<file path="config.mk">
export PLATFORM = sky130hd
export DESIGN_NAME = game_timer_ctrl
export DESIGN_NICKNAME = d
export VERILOG_FILES = /design/src/rtl/game_pkg.sv /design/src/rtl/tick_gen.sv /design/src/rtl/game_timer_ctrl.sv
export SDC_FILE = /design/constraint.sdc
export NUM_CORES = 1
export LEC_CHECK = 0
export CAP_MARGIN = 25
export CORE_UTILIZATION = 63
export CTS_CLUSTER_DIAMETER = 200
export DETAILED_ROUTE_END_ITERATION = 8
export PLACE_DENSITY = 0.92
export SLEW_MARGIN = 25
export SYNTH_ARGS = -nofsm -noshare
export SYNTH_HDL_FRONTEND = slang
export SYNTH_SLANG_ARGS = --single-unit
</file>
<file path="constraint.sdc">
create_clock -name clock_in -period 6.15 [get_ports clock_in]
set_clock_uncertainty 0.15 [all_clocks]
set_input_delay 0.615 -clock clock_in [delete_from_list [all_inputs] [get_ports clock_in]]
set_output_delay 0.615 -clock clock_in [all_outputs]
set_load 0.01 [all_outputs]
</file>
<file path="src/rtl/game_pkg.sv">
// game_pkg: state encoding, BCD limits, timing defaults and the mm:ss increment
// shared by the game timer blocks.
package game_pkg;
    typedef enum logic [1:0] {IDLE = 2'd0, RUN = 2'd1, PAUSE = 2'd2, STOPPED = 2'd3} state_t;
    localparam logic [3:0] BCD_NINE = 4'd9;
    localparam logic [3:0] BCD_FIVE = 4'd5;
    localparam int DEF_TICK_MOD = 50_000_000;
    localparam int DEF_BLINK_MOD = 25_000_000;
    typedef struct packed {
        logic [3:0] min_tens;
        logic [3:0] min_ones;
        logic [3:0] sec_tens;
        logic [3:0] sec_ones;
    } bcd_time_t;
    localparam bcd_time_t TIME_MAX = {BCD_NINE, BCD_NINE, BCD_FIVE, BCD_NINE};
    // Ripple carry through the digits; min_tens has no carry out.
    function automatic bcd_time_t bcd_inc(input bcd_time_t t);
        bcd_time_t r;
        r = t;
        if (t.sec_ones != BCD_NINE) r.sec_ones = t.sec_ones + 4'd1;
        else begin
            r.sec_ones = 4'd0;
            if (t.sec_tens != BCD_FIVE) r.sec_tens = t.sec_tens + 4'd1;
            else begin
                r.sec_tens = 4'd0;
                if (t.min_ones != BCD_NINE) r.min_ones = t.min_ones + 4'd1;
                else begin
                    r.min_ones = 4'd0;
                    r.min_tens = t.min_tens + 4'd1;
                end
            end
        end
        return r;
    endfunction
endpackage

</file>
<file path="src/rtl/tick_gen.sv">
// tick_gen: modulo-MOD counter with enable and synchronous clear; o_wrap flags
// the enabled cycle at the terminal count.
module tick_gen #(
    parameter int NUM_BITS = 26,
    parameter int MOD = 50_000_000
) (
    input  logic clock_in,
    input  logic reset,
    input  logic i_en,
    input  logic i_clr,
    output logic o_wrap
);
    logic [NUM_BITS-1:0] r_count;
    assign o_wrap = i_en && (r_count == NUM_BITS'(MOD - 1));
    always_ff @(posedge clock_in) begin
        if (reset || i_clr) r_count <= '0;
        else if (i_en) r_count <= o_wrap ? '0 : r_count + NUM_BITS'(1);
    end
endmodule

</file>
<file path="src/rtl/game_timer_ctrl.sv">
// game_timer_ctrl: Sudoku game timer; 1 Hz tick from a prescaler, BCD mm:ss
// with start/pause/stop/clear, 99:59 saturation and a paused-display blink.
module game_timer_ctrl
    import game_pkg::*;
#(
    parameter int TICK_BITS = 26,
    parameter int TICK_MOD = DEF_TICK_MOD,
    parameter int BLINK_MOD = DEF_BLINK_MOD
) (
    input  logic       clock_in,
    input  logic       reset,
    input  logic       start,
    input  logic       pause_toggle,
    input  logic       stop,
    input  logic       clear,
    output logic [3:0] sec_ones,
    output logic [3:0] sec_tens,
    output logic [3:0] min_ones,
    output logic [3:0] min_tens,
    output logic       tick,
    output logic       running,
    output logic       blink,
    output logic       overflow
);
    state_t    r_state;
    bcd_time_t r_time;
    logic      r_tick, r_running, r_blink, r_overflow;
    logic      w_wrap, w_blink_wrap, w_stop, w_start, w_pause, w_sat, w_inc;
    state_t    w_next;

    // Stop in IDLE does nothing, so it does not mask a simultaneous start there.
    assign w_stop  = !clear && stop && (r_state != IDLE);
    assign w_start = !clear && !w_stop && start;
    assign w_pause = !clear && !w_stop && !start && pause_toggle &&
                     (r_state == RUN || r_state == PAUSE);
    assign w_sat   = (r_time == TIME_MAX);
    assign w_inc   = w_wrap && !w_sat && !clear && !w_start;

    always_comb
        w_next = clear ? IDLE :
                 w_stop ? STOPPED :
                 w_start ? RUN :
                 (w_wrap && w_sat) ? STOPPED :
                 w_pause ? ((r_state == RUN) ? PAUSE : RUN) :
                 r_state;

    tick_gen #(.NUM_BITS(TICK_BITS), .MOD(TICK_MOD)) u_prescaler (
        .clock_in(clock_in),
        .reset   (reset),
        .i_en    (r_state == RUN),
        .i_clr   (clear || w_start),
        .o_wrap  (w_wrap)
    );

    tick_gen #(.NUM_BITS(TICK_BITS), .MOD(BLINK_MOD)) u_blink (
        .clock_in(clock_in),
        .reset   (reset),
        .i_en    (r_state == PAUSE),
        .i_clr   (w_next != PAUSE),
        .o_wrap  (w_blink_wrap)
    );

    always_ff @(posedge clock_in) begin
        if (reset) begin
            r_state    <= IDLE;
            r_time     <= '0;
            r_tick     <= 1'b0;
            r_running  <= 1'b0;
            r_blink    <= 1'b1;
            r_overflow <= 1'b0;
        end else begin
            r_state   <= w_next;
            r_tick    <= w_inc && (w_next == RUN);
            r_running <= (w_next == RUN);
            r_blink   <= (w_next != PAUSE) || (w_blink_wrap ? !r_blink : r_blink);
            if (clear || w_start) begin
                r_time     <= '0;
                r_overflow <= 1'b0;
            end else if (w_inc) r_time <= bcd_inc(r_time);
            else if (w_wrap && w_sat) r_overflow <= 1'b1;
        end
    end

    assign sec_ones = r_time.sec_ones;
    assign sec_tens = r_time.sec_tens;
    assign min_ones = r_time.min_ones;
    assign min_tens = r_time.min_tens;
    assign tick     = r_tick;
    assign running  = r_running;
    assign blink    = r_blink;
    assign overflow = r_overflow;
endmodule

</file>
-- Yosys cells after proc, flatten, opt, wreduce, memory -nomap -nowiden
Index checks and enable logic that the tools add are counted.
- output and inout bits: 20
- flip-flop bits (word level): 74
- bits of input ports: 6
- add/subtract/negate cells: 6
- reductions and logical operators: 31
- mux-type cells: 12
- bitwise logic cells: 4
- eq/ne operators: 10
- operators by type and width (cell ; count):
    $add A26 B1 Y26 const B ; 2
    $mux W26 ; 2
    $eq A26 B25 Y1 const B ; 1
    $eq A26 B26 Y1 const B ; 1
    $add A4 B1 Y4 const B ; 4
    $eq A16 B16 Y1 const B ; 1
    $logic_and A1 B1 Y1 ; 14
    $mux W2 ; 6
    $mux W4 ; 3
    $ne A4 B4 Y1 const B ; 2
    $logic_not A1 Y1 ; 6
    $logic_or A1 B1 Y1 ; 5
    $eq A2 B1 Y1 const B ; 2
    $ne A4 B3 Y1 const B ; 1
    $not A1 Y1 ; 4
    $reduce_and A2 Y1 ; 2
    $reduce_and A4 Y1 ; 1
    $reduce_and A3 Y1 ; 1
    $eq A2 B2 Y1 const B ; 1
    $ne A2 B2 Y1 const B ; 1
    $reduce_bool A2 Y1 ; 1
    $reduce_or A2 Y1 ; 1
    $mux W1 ; 1

-- Longest topological paths before layout
- depth in word-level cells: 15
- mapped depth: 8
- gate-level depth less buffers: 7

-- Hierarchy
From an unflattened synthesis, not the netlist that was laid out.
- cells, all modules: 447
- area total of the unflattened synthesis: 3875.0 um^2
- modules (own cells, without submodules) (module ; area an instance (um^2) ; seq. area each (um^2) ; cells an instance ; times used):
    tick_gen at u_prescaler ; 1343.8 ; 520.5 ; 156 ; 1
    game_timer_ctrl ; 1267.5 ; 440.4 ; 145 ; 1
    tick_gen at u_blink ; 1263.7 ; 520.5 ; 146 ; 1

-- Least setup slack after synthesis
OpenSTA, ideal clock, no wires.
- kind: input to register
- start point: input stop
- end point: register u_blink.r_count[11]
- buffers on the path: 1
- cell stages on the path: 5
- arrival: 2.184 ns
- setup time: 0.064 ns
- data required time: 5.936 ns
- path slack: 3.752 ns
- cells stage by stage: or3b_2 o32ai_1 nand4_1 buf_2 nor2_1
- word-level cells in the longest chain between the ends: 14
- elaborated cells on any way between the ends: 15
- classes of those cells: eq/ne (1); mux (5); reduce/logical (9)
- ends and longest elaborated chain (item ; line ; RTL):
    from (decl) ; game_timer_ctrl.sv:14 ; input logic stop,
    $logic_and A1 B1 Y1 (*) (2 in a row) ; game_timer_ctrl.sv:32 ; assign w_stop = !clear && stop && (r_state != IDLE);
    $logic_not A1 Y1 ; game_timer_ctrl.sv:33, game_timer_ctrl.sv:34 ;
    $logic_and A1 B1 Y1 ; game_timer_ctrl.sv:33, game_timer_ctrl.sv:34 ;
    $logic_and A1 B1 Y1 (3 in a row) ; game_timer_ctrl.sv:34 ; assign w_pause = !clear && !w_stop && !start && pause_toggle &&
    $mux W2 ; game_timer_ctrl.sv:44 ; w_pause ? ((r_state == RUN) ? PAUSE : RUN) :
    $mux W2 ; game_timer_ctrl.sv:43 ; (w_wrap && w_sat) ? STOPPED :
    $mux W2 ; game_timer_ctrl.sv:42 ; w_start ? RUN :
    $mux W2 (*) ; game_timer_ctrl.sv:41 ; w_stop ? STOPPED :
    $mux W2 (*) ; game_timer_ctrl.sv:40 ; w_next = clear ? IDLE :
    $ne A2 B2 Y1 (*) ; game_timer_ctrl.sv:59 ; .i_clr (w_next != PAUSE),
    $logic_or A1 B1 Y1 (*) ; tick_gen.sv:16 ; if (reset || i_clr) r_count <= '0;
    to (signal assigned) ; tick_gen.sv:17 ; else if (i_en) r_count <= o_wrap ? '0 : r_count + NUM_BITS'(1);
    to (decl) ; tick_gen.sv:13 ; logic [NUM_BITS-1:0] r_count;
Every way passes the cells marked *; elsewhere a longest branch is shown, timed or not.
A chain may end at the register's enable or synchronous reset.

-- Final worst setup path
- start point: input clear
- end point: register u_prescaler.r_count[18]
- word-level cells in the longest chain between the ends: 8
- ends and longest elaborated chain (item ; line ; RTL):
    from (decl) ; game_timer_ctrl.sv:15 ; input logic clear,
    $logic_not A1 Y1 ; game_timer_ctrl.sv:32, game_timer_ctrl.sv:33 ;
    $logic_and A1 B1 Y1 (2 in a row) ; game_timer_ctrl.sv:32 ;
    $logic_not A1 Y1 ; game_timer_ctrl.sv:33 ; assign w_start = !clear && !w_stop && start;
    $logic_and A1 B1 Y1 (2 in a row) ; game_timer_ctrl.sv:33 ;
    $logic_or A1 B1 Y1 (*) ; game_timer_ctrl.sv:51 ; .i_clr (clear || w_start),
    $logic_or A1 B1 Y1 (*) ; tick_gen.sv:16 ;
    to (signal assigned) ; tick_gen.sv:17 ;
    to (decl) ; tick_gen.sv:13 ;
Marked as above.

==> results.py <==
metrics = {
    "critical_path": {
        "arrival_ns": 3.34,
        "required_ns": 6.26,
        "cpLargestDelayFamily": "simple AND/OR/NAND/NOR gates",
        "critPathMaxStageDelay_ns": 0.77,
        "path_class": "in -> reg",
        "cp-end-kind": "register",
        "slowest_stage": "a21oi_1",
        "cp_cell_sequence": "clkdlybuf4s50_1 > or2_2 > a21oi_1 > nand2_1 > nor2_1",
        "critPathBufInv": 1,
        "crit_fanout": 23,
        "cp-start-kind": "input pin",
    },
    "clocking": {
        "postCtsSetupBuffers": 0,
        "cts_resized": 0,
        "numCtsBuffers": 9,
        "cts.sinks": 74,
        "worstSkewPairLatency_ns": 0.35,
        "clockRootBuffer": "clkbuf_8",
        "htree_levels": 3,
        "clock_path_buffers": 2,
        "clk_pin_slew_ns": 0.07,
        "cts_tree": "built",
        "cts_hold_buf": 0,
    },
    "route": {
        "vias": 3320,
        "vias_per_cell": 6.15,
        "drc": 0,
        "ant_nets": 0,
        "drt_iter0_drc": 255,
        "drt-pass1-iter-count": 5,
        "wl_per_cell_um": 15.1,
        "wl_mm": 8.14,
    },
    "layout": {
        "nNetsFinal": 473,
        "syn_to_final_growth_pct": 13.0,
        "antenna_cells": 0,
        "fill_cells": 391,
        "fin_cells": 540,
        "layout-drive-gt1-share_pct": 5.13,
        "fin_area_sq_um": 4140,
    },
    "sta": {
        "max_slew_margin_pct": 34.4,
        "setup_viol": 0,
        "hold_viol": 0,
        "tns_ns": 0,
        "finalCritPeriodShare_pct": 52.6,
        "period_minus_slack_ns": 3.24,
        "fmax_mhz": 309,
        "worst_pin_slew_ns": 0.984,
        "hold_slack_ns": 0.309,
        "slew_viol_final": 0,
        "rsz0062_at_grt": "false",
    },
    "yosys": {
        "ys_seq_elements": 74,
        "synth-compound-area-share_pct": 7.22,
        "synth-seq-area-share_pct": 40.5,
        "muxShareOfSynthArea_pct": 1.68,
        "synth_fa_ha_area_share_pct": 1.37,
        "postSynthAreaPerCell_sq_um": 8.30,
        "synthesis.nets": 451,
        "synth-edff-count": 0,
        "synth_flop_cell": "dfxtp_1",
        "synth_top_area_share_pct": 40.5,
        "synthCells": 441,
        "synth_top_area_cell": "dfxtp_1",
        "syn-cell-area_sq_um": 3660,
        "synth_top_family_by_area": "simple AND/OR/NAND/NOR gates",
        "synth_simple_gate_area_share_pct": 35.0,
        "ys_top_cells_by_area": "dfxtp_1 (40%), xnor2_1 (7.9%), nor2_1 (6.1%)",
        "synth_cell_types": 45,
        "synth-xor-area-share_pct": 11.5,
        "yosysWarnings": 0,
        "synthArstFlopShare_pct": 0,
    },
    "floorplanning": {
        "coreArea_sq_um": 5540,
        "die_w_um": 78.2,
        "ios": 26,
        "initial_core_util_pct": 66.0,
        "die_y_um": 78.2,
        "rows": 27,
        "dieArea_sq_um": 6120,
    },
    "place": {
        "place_area_sq_um": 3940,
        "gp_congestion": 0.840,
        "io_buffers": 25,
        "dp.cells": 524,
        "hpwlAfterDp_mm": 5.49,
    },
    "pwr": {
        "peakVddDrop_v": 0.000123,
        "p_per_area_nw_per_um2": 213,
        "leakagePower_nw": 1.20,
    },
    "job": {
        "max-cap-violations": 0,
    },
    "grt": {
        "grt_util_met1_pct": 36.6,
        "gr-max-usage-layer": "met2",
        "grt_usage_pct": 28.4,
        "antenna_found_initial": 0,
        "grt_pass1_vias": 3028,
        "grt_pass1_wl_mm": 13.8,
        "grtUsageMet2_pct": 46.5,
        "use_met3_pct": 5.23,
        "grt_max_degree": 24,
        "grt-ovfl-total": 0,
    },
    "run_status": {
        "status": "completed",
    },
    "worst_hold_path": {
        "hold_path_class": "reg -> reg",
    },
}
flip-flops by register name, summed over array words and instances, names as in the netlist:
| name | count |
|---|---|
| u_blink.r_count | 26 |
| tick | 1 |
| u_prescaler.r_count | 26 |
| min_ones | 4 |
| running | 1 |
| sec_ones | 4 |
| r_state | 2 |
| min_tens | 4 |
| overflow | 1 |
| sec_tens | 4 |
| blink | 1 |
path summary, 6_finish.rpt:
path                    from                 endpoint  slack, ns  cells after the start
setup / recovery       clear  u_prescaler.r_count[18]       2.91                      5
setup reg to reg  r_state[1]  u_prescaler.r_count[18]       3.25                      4
hold / removal      overflow                 overflow       0.31                      2
hold reg to reg     overflow                 overflow       0.31                      2
worst reg2reg max path, delay by kind of cell (launching register included):
family           cells  cell delay, ns
AND/OR/NAND/NOR      2            1.07
AO/OA/AOI/OAI        2            1.04
flip-flops           1            0.56
through the flow:
stage / util (%) / setup slack, ns / total power, mW
after floorplan: - / 3.75 / 0.502
after global placement: 71.1 / 2.84 / 0.509
after detailed placement: 71.1 / 2.66 / 0.509
after CTS: 74.6 / 2.97 / 0.882
after global routing: 74.6 / 2.73 / 0.903
final: 74.6 / 2.91 / 0.882
cells in the mapped netlist (all sizes together), types with 2 or more instances:
library cell / instances
dfxtp: 74
nor2: 59
nand2: 41
xnor2: 33
nand3: 26
a21oi: 23
nor4: 20
nor3: 18
nand4: 15
xor2: 15
inv: 11
clkbuf: 10
nand2b: 10
or4: 10
o21ai: 9
and3: 7
nor2b: 6
and4: 5
mux2i: 5
o31ai: 5
and2: 4
buf: 4
ha: 4
or3: 4
a31oi: 3
or3b: 3
and4b: 2
o21a: 2
or2: 2
or4b: 2
report_power, final:
group	internal (mW)	switching (mW)	total [mW]	leakage, nW
Clock	0.210	0.173	0.383	0.101
Combinational	0.00685	0.0117	0.0186	0.503
Sequential	0.479	0.000967	0.480	0.596
Total	0.696	0.186	0.882	1.20
final cells by class:
| cell class | count | area [sq um] | share of cell area [%] |
|---|---|---|---|
| well taps | 72 | 90.1 | 2.18 |
| multi-input cells | 342 | 2070 | 50.2 |
| flip-flops and latches | 74 | 1480 | 35.8 |
| repair buffers | 25 | 250 | 6.05 |
| clock buffers | 14 | 163 | 3.93 |
| clock inverters | 2 | 35.0 | 0.847 |
| inverters | 11 | 41.3 | 0.998 |
layer usage:
metal / part of all wire, % / up-vias / routed length (um)
li1: - / 1605 / -
met1: 44 / 1571 / 3590
met2: 48 / 121 / 3890
met3: 6.1 / 23 / 494
met4: 2.0 / 0 / 164
met5: 0 / - / 0
cells by family (layout without fill, tap and decap cells):
| kind of cell | Yosys count | in the layout |
|---|---|---|
| mux | 6 | 6 |
| fa+ha+maj | 4 | 4 |
| flops | 74 | 74 |
| compound gates | 46 | 46 |
| xor+xnor | 48 | 48 |
| simple gates | 238 | 238 |
| buf+inv | 25 | 52 |
placed cells by master (no fill, tap or decap), types with 15 or more instances in the layout:
cell,n
a21oi_1,23
clkdlybuf4s50_1,25
dfxtp_1,74
nand2_1,41
nand3_1,25
nand4_1,15
nor2_1,59
nor3_1,18
nor4_1,18
xnor2_1,33
xor2_1,15
No activity file was read; power rests on OpenSTA's default activity.
